[config.mk]
export PLATFORM = sky130hd
export DESIGN_NAME = core_sequencer
export DESIGN_NICKNAME = d
export VERILOG_FILES = /design/src/rtl/core_pkg.sv /design/src/rtl/opcode_classify.sv /design/src/rtl/core_sequencer.sv
export SDC_FILE = /design/constraint.sdc
export NUM_CORES = 1
export LEC_CHECK = 0
export CORE_UTILIZATION = 45
export CTS_CLUSTER_DIAMETER = 50
export DETAILED_ROUTE_END_ITERATION = 16
export GPL_TIMING_DRIVEN = 0
export PLACE_DENSITY_LB_ADDON = 0.15
export RECOVER_POWER = 100
export SLEW_MARGIN = 20
export SYNTH_ARGS = -nofsm -noshare
export SYNTH_HDL_FRONTEND = slang
export SYNTH_HIERARCHICAL = 1
export SYNTH_SLANG_ARGS = --single-unit
[constraint.sdc]
create_clock -name clk -period 3.1 [get_ports clk]
set_clock_uncertainty 0.2 [all_clocks]
set_input_delay 0.775 -clock clk [delete_from_list [all_inputs] [get_ports clk]]
set_output_delay 0.775 -clock clk [all_outputs]
set_load 0.01 [all_outputs]
[src/rtl/core_pkg.sv]
// Shared definitions for the multi-cycle core sequencer: FSM states, opcodes,
// PC-source encodings and the control-flow class produced by the decoder.
package core_pkg;

  typedef enum logic [2:0] {
    ST_FETCH,
    ST_DECODE,
    ST_EXEC,
    ST_MEM,
    ST_WB,
    ST_HALT
  } state_t;

  localparam logic [6:0] OP_OP     = 7'b0110011;
  localparam logic [6:0] OP_OP32   = 7'b0111011;
  localparam logic [6:0] OP_IMM    = 7'b0010011;
  localparam logic [6:0] OP_IMM32  = 7'b0011011;
  localparam logic [6:0] OP_LOAD   = 7'b0000011;
  localparam logic [6:0] OP_STORE  = 7'b0100011;
  localparam logic [6:0] OP_BRANCH = 7'b1100011;
  localparam logic [6:0] OP_JALR   = 7'b1100111;
  localparam logic [6:0] OP_JAL    = 7'b1101111;
  localparam logic [6:0] OP_LUI    = 7'b0110111;
  localparam logic [6:0] OP_AUIPC  = 7'b0010111;
  localparam logic [6:0] OP_SYSTEM = 7'b1110011;

  localparam logic [1:0] PC_PLUS4  = 2'b00;
  localparam logic [1:0] PC_BRANCH = 2'b01;
  localparam logic [1:0] PC_JALR   = 2'b10;

  typedef enum logic [1:0] {
    FLOW_SEQ,
    FLOW_BRANCH,
    FLOW_JAL,
    FLOW_JALR
  } flow_t;

endpackage

[src/rtl/opcode_classify.sv]
// Combinational opcode decoder: legality, memory direction, rd write and
// control-flow class of the current instruction.
module opcode_classify
  import core_pkg::*;
(
  input  logic [6:0] opcode,
  output logic       legal,
  output logic       is_system,
  output logic       is_load,
  output logic       is_store,
  output logic       writes_rd,
  output flow_t      flow
);

  always_comb begin
    legal     = 1'b1;
    is_system = 1'b0;
    is_load   = 1'b0;
    is_store  = 1'b0;
    writes_rd = 1'b0;
    flow      = FLOW_SEQ;
    case (opcode)
      OP_OP, OP_OP32, OP_IMM, OP_IMM32, OP_LUI, OP_AUIPC: writes_rd = 1'b1;
      OP_LOAD: begin
        is_load   = 1'b1;
        writes_rd = 1'b1;
      end
      OP_STORE:  is_store = 1'b1;
      OP_BRANCH: flow = FLOW_BRANCH;
      OP_JAL: begin
        writes_rd = 1'b1;
        flow      = FLOW_JAL;
      end
      OP_JALR: begin
        writes_rd = 1'b1;
        flow      = FLOW_JALR;
      end
      OP_SYSTEM: is_system = 1'b1;
      default:   legal = 1'b0;
    endcase
  end

endmodule

[src/rtl/core_sequencer.sv]
// Multi-cycle core control FSM (FETCH/DECODE/EXEC/MEM/WB/HALT) with the
// retired-instruction counter; strobes are decoded from state and ready inputs.
module core_sequencer
  import core_pkg::*;
(
  input  logic        clk,
  input  logic        rst,
  input  logic [6:0]  opcode,
  input  logic        branch_taken,
  input  logic        imem_ready,
  input  logic        dmem_ready,
  output logic        imem_req,
  output logic        ir_we,
  output logic        dmem_req,
  output logic        dmem_we,
  output logic        rf_we,
  output logic        pc_we,
  output logic [1:0]  pc_sel,
  output logic        halted,
  output logic        illegal,
  output logic [31:0] instret
);

  state_t      state;
  logic        load_q, store_q, rd_q, taken_q;
  flow_t       flow_q;
  logic        halted_q, illegal_q;
  logic [31:0] instret_q;

  logic  dec_legal, dec_system, dec_load, dec_store, dec_rd;
  flow_t dec_flow;

  opcode_classify u_classify (
    .opcode    (opcode),
    .legal     (dec_legal),
    .is_system (dec_system),
    .is_load   (dec_load),
    .is_store  (dec_store),
    .writes_rd (dec_rd),
    .flow      (dec_flow)
  );

  always_ff @(posedge clk) begin
    if (rst) begin
      state     <= ST_FETCH;
      load_q    <= 1'b0;
      store_q   <= 1'b0;
      rd_q      <= 1'b0;
      taken_q   <= 1'b0;
      flow_q    <= FLOW_SEQ;
      halted_q  <= 1'b0;
      illegal_q <= 1'b0;
      instret_q <= '0;
    end else begin
      if (pc_we) instret_q <= instret_q + 32'd1;
      case (state)
        ST_FETCH: if (imem_ready) state <= ST_DECODE;
        ST_DECODE: begin
          if (!dec_legal || dec_system) begin
            state     <= ST_HALT;
            halted_q  <= 1'b1;
            illegal_q <= !dec_legal;
          end else begin
            load_q  <= dec_load;
            store_q <= dec_store;
            rd_q    <= dec_rd;
            flow_q  <= dec_flow;
            state   <= ST_EXEC;
          end
        end
        ST_EXEC: begin
          taken_q <= branch_taken;
          state   <= (load_q || store_q) ? ST_MEM : ST_WB;
        end
        ST_MEM:  if (dmem_ready) state <= store_q ? ST_FETCH : ST_WB;
        ST_WB:   state <= ST_FETCH;
        ST_HALT: state <= ST_HALT;
        default: state <= ST_HALT;
      endcase
    end
  end

  always_comb begin
    imem_req = 1'b0;
    ir_we    = 1'b0;
    dmem_req = 1'b0;
    dmem_we  = 1'b0;
    rf_we    = 1'b0;
    pc_we    = 1'b0;
    pc_sel   = PC_PLUS4;
    case (state)
      ST_FETCH: begin
        imem_req = 1'b1;
        ir_we    = imem_ready;
      end
      ST_MEM: begin
        dmem_req = 1'b1;
        dmem_we  = store_q;
        pc_we    = store_q && dmem_ready;
      end
      ST_WB: begin
        rf_we = rd_q;
        pc_we = 1'b1;
        case (flow_q)
          FLOW_JAL:    pc_sel = PC_BRANCH;
          FLOW_BRANCH: pc_sel = taken_q ? PC_BRANCH : PC_PLUS4;
          FLOW_JALR:   pc_sel = PC_JALR;
          default:     pc_sel = PC_PLUS4;
        endcase
      end
      default: ;
    endcase
  end

  assign halted  = halted_q;
  assign illegal = illegal_q;
  assign instret = instret_q;

endmodule
==> results.tsv <==
stage	metric	value	unit
status	outcome	finished, final reports clean	
layout	most frequent cells in the layout	46 x nor2_1, 43 x dfxtp_1, 40 x dlygate4sd3_1	
timing	Worst Tran Pin Value	750	ps
placement	DP Wirelength	4010	µm
clock_network	CTS tree	built	
layout	fin area	0.00300	mm²
worst_setup_path	WP data required	2120	ps
logic_synthesis	Post-synth EDFFs	0	
layout	total of fill cells in the finished design	446	
pwr	clock share of power	36.6	%
timing	Finish-stage setup viols	0	
layout	commonest non-fill, non-tap cell in the layout	nor2_1	
clock_network	H-tree levels	2	
pwr	proportion of power drawn by flip-flops and latches	50.2	%
clock_network	hold buffers post-CTS	0	
grt	largest net degree at the start of global routing	13	
clock_network	number of clock sinks	43	
logic_synthesis	Ys Warns	6	
placement	I/O Buffers	53	
routing	first-pass detailed-route iteration total	4	
flow_run	# Max-Cap Violations	0	
clock_network	Reg clk slew, reported paths	80	ps
floorplanning	Die Ht	74.0	µm
logic_synthesis	Mapped Cells	273	
clock_network	Clock Tree Root	clkbuf_8	
logic_synthesis	cell taking the most area after synthesis	dfxtp_1	
floorplanning	die area	0.00547	mm²
timing	Achievable Freq	337	MHz
timing	max-slew violation count	0	
routing	WL/cell	13.5	µm
clock_network	later-pin clock latency in the skew report	290	ps
timing	post-layout min period	2970	ps
grt	initial antenna violation count	0	
pwr	internal power	0.867	mW
worst_setup_path	worst setup path class	input port to output pin	
grt	vias in the first global route	1901	
worst_setup_path	worst path cell trace	clkdlybuf4s50_1 -> and2_1 -> dlygate4sd3_1	
floorplanning	chip width	74.0	µm
worst_setup_path	crit end category	output pin	
worst_setup_path	delay-heaviest family, CP	buffers and inverters	
layout	diode count	0	
routing	post-route ant nets	0	
pwr	Leak	1.17	nW
logic_synthesis	Yosys reg bits	43	
routing	remaining routing DRC violations	0	
logic_synthesis	Cell Area, Synth	0.00233	mm²
routing	Detailed Route WL	5400	µm
routing	post-DR vias/cell	5.33	
layout	layout cell share with drive strength beyond 1	6.89	%
layout	Final Net Count	347	
logic_synthesis	distinct cell type count after synthesis	45	
timing	RSZ-0062 raised after global routing	no	
logic_synthesis	share of the synthesized area in the top cell type	36.9	%
floorplanning	Initial Util	48.1	%
grt	total congestion overflow	0	
pwr	Sw Share	24.2	%
placement	placed cell areas	0.00295	mm²
floorplanning	core area	0.00485	mm²
routing	DRT iter0 DRCs	142	
pwr	switching power	0.277	mW
clock_network	CTS Buf Count	5	
worst_setup_path	Slowest-stage cell, CP	dlygate4sd3_1	
worst_setup_path	CP Launch Type	input port	
pwr	power density over cell area	382	mW/mm²
timing	Slew HR	50.0	%
worst_setup_path	CP Buf/Inv Count	2	
logic_synthesis	post-synthesis sequential area ratio	36.9	%
placement	GPL Wtd Cong	0.822	
grt	first-pass GRT wire length	8970	µm
pwr	peak supply drop	258	µV
pwr	power share of the combinational group	13.2	%
timing	Fin Setup TNS	0	ps
logic_synthesis	Mapped Nets	286	
logic_synthesis	largest cells by area after synthesis	dfxtp_1 37%, xnor2_1 8.6%, nor2_1 7.4%	
timing	Tcrit/Tclk final	95.7	%
timing	hold slack	287	ps
timing	Hold Vio Cnt, Final	0	
worst_setup_path	CP Max Fanout	3	
floorplanning	IO Pins	54	
logic_synthesis	Syn Area/Cell	8.54	µm²
worst_setup_path	WP data arrival	1990	ps
routing	vias	2138	
worst_setup_path	Slowest Stage Delay on Critical Path	590	ps
min_path	Hold Crit Class	register to register	
floorplanning	std cell rows	25	
layout	Area Growth Syn to Fin	28.6	%
clock_network	CTS max path bufs	2	
logic_synthesis	ys flop type	dfxtp_1	
logic_synthesis	ys async rst share	0	%
grt	total global-route track usage	21.3	%
## cells by family (layout without fill, tap and decap cells)
logic type / count (synthesis) / in the layout / synth area share (%)
AOI/OAI and AO/OA: 26 / 26 / 7.09
xor gates and xnor gates: 25 / 25 / 9.39
adders and majority gates: 1 / 1 / 0.537
buffers and inverters: 17 / 78 / 3.70
DFF: 43 / 43 / 36.9
muxes: 9 / 9 / 3.97
and+or+nand+nor: 152 / 152 / 38.4
## path summary, 6_finish.rpt
| path | from | endpoint | slack, ps | cells after the start |
|---|---|---|---|---|
| setup reg to reg | instret[2]$_SDFFE_PP0P_ | instret[31]$_SDFFE_PP0P_ | 440 | 6 |
| setup / recovery | imem_ready | ir_we | 130 | 3 |
| hold / removal | halted$_SDFFE_PP0P_ | halted$_SDFFE_PP0P_ | 290 | 2 |
| hold reg to reg | halted$_SDFFE_PP0P_ | halted$_SDFFE_PP0P_ | 290 | 2 |
## repair_timing
item                       CTS  global route
setup endpoints to repair    1             0
resized for setup            1             0
buffers inserted             1             0
## worst register-to-register path, stage by stage, from the launching register on
cell,delay (ps)
dfxtp_1,420
and4_1,220
buf_6,120
nand4_1,430
nor3_1,540
and4_1,290
mux2_1,320
## Yosys cell counts (4+ instances only)
cell type	instances
a21oi_1	12
nor4_1	7
and3_1	6
xnor2_1	23
nand4_1	8
nor3b_1	4
and2_1	5
and4_1	7
nor3_1	12
clkbuf_1	5
dfxtp_1	43
nand3_1	7
nor2_1	46
nor4_2	4
nand2_1	23
inv_1	5
mux2i_1	7
o21ai_0	5
## registers in the layout (all words and copies together), names as in the netlist
register,cells
instret,32
rd_q,1
taken_q,1
illegal,1
load_q,1
halted,1
state,3
flow_q,2
store_q,1
## power groups by stage
stage               Sequential (mW)  Combinational [mW]  Clock, mW
finish                        0.574               0.151      0.419
CTS                           0.576               0.160      0.430
floorplan                     0.590              0.0888          0
detailed placement            0.589               0.157          0
global route                  0.576               0.169      0.446
global placement              0.589               0.157          0
## area by class of cell
| cell class | instances | area [µm²] | area share [%] |
|---|---|---|---|
| clock inverters | 1 | 30.0 | 1.00 |
| plain buffers | 12 | 63.8 | 2.13 |
| clock buffers | 6 | 72.6 | 2.42 |
| well taps | 67 | 83.8 | 2.80 |
| flip-flops and latches | 43 | 861 | 28.7 |
| multi-input cells | 213 | 1330 | 44.4 |
| inverters | 5 | 18.8 | 0.626 |
| repair buffers | 54 | 537 | 17.9 |
## layer usage
metal	up-vias	share of wire (%)	track usage, %	routed length [µm]
met3	8	4.2	3.79	229
met5	-	0	0	0
met4	0	1.6	7.26	85
li1	1093	-	-	-
met1	988	49	30.5	2650
met2	49	45	32.4	2440
## stage by stage
stage	setup slack, ps	power, mW	util, %	instances
floorplan	886	0.678	-	273
global placement	-235	0.746	60.7	393
detailed placement	-225	0.746	60.7	393
CTS	186	1.17	63.0	401
global route	86.9	1.19	61.8	401
finish	133	1.14	61.8	401
Note: power is estimated with default switching activity, not from simulation.
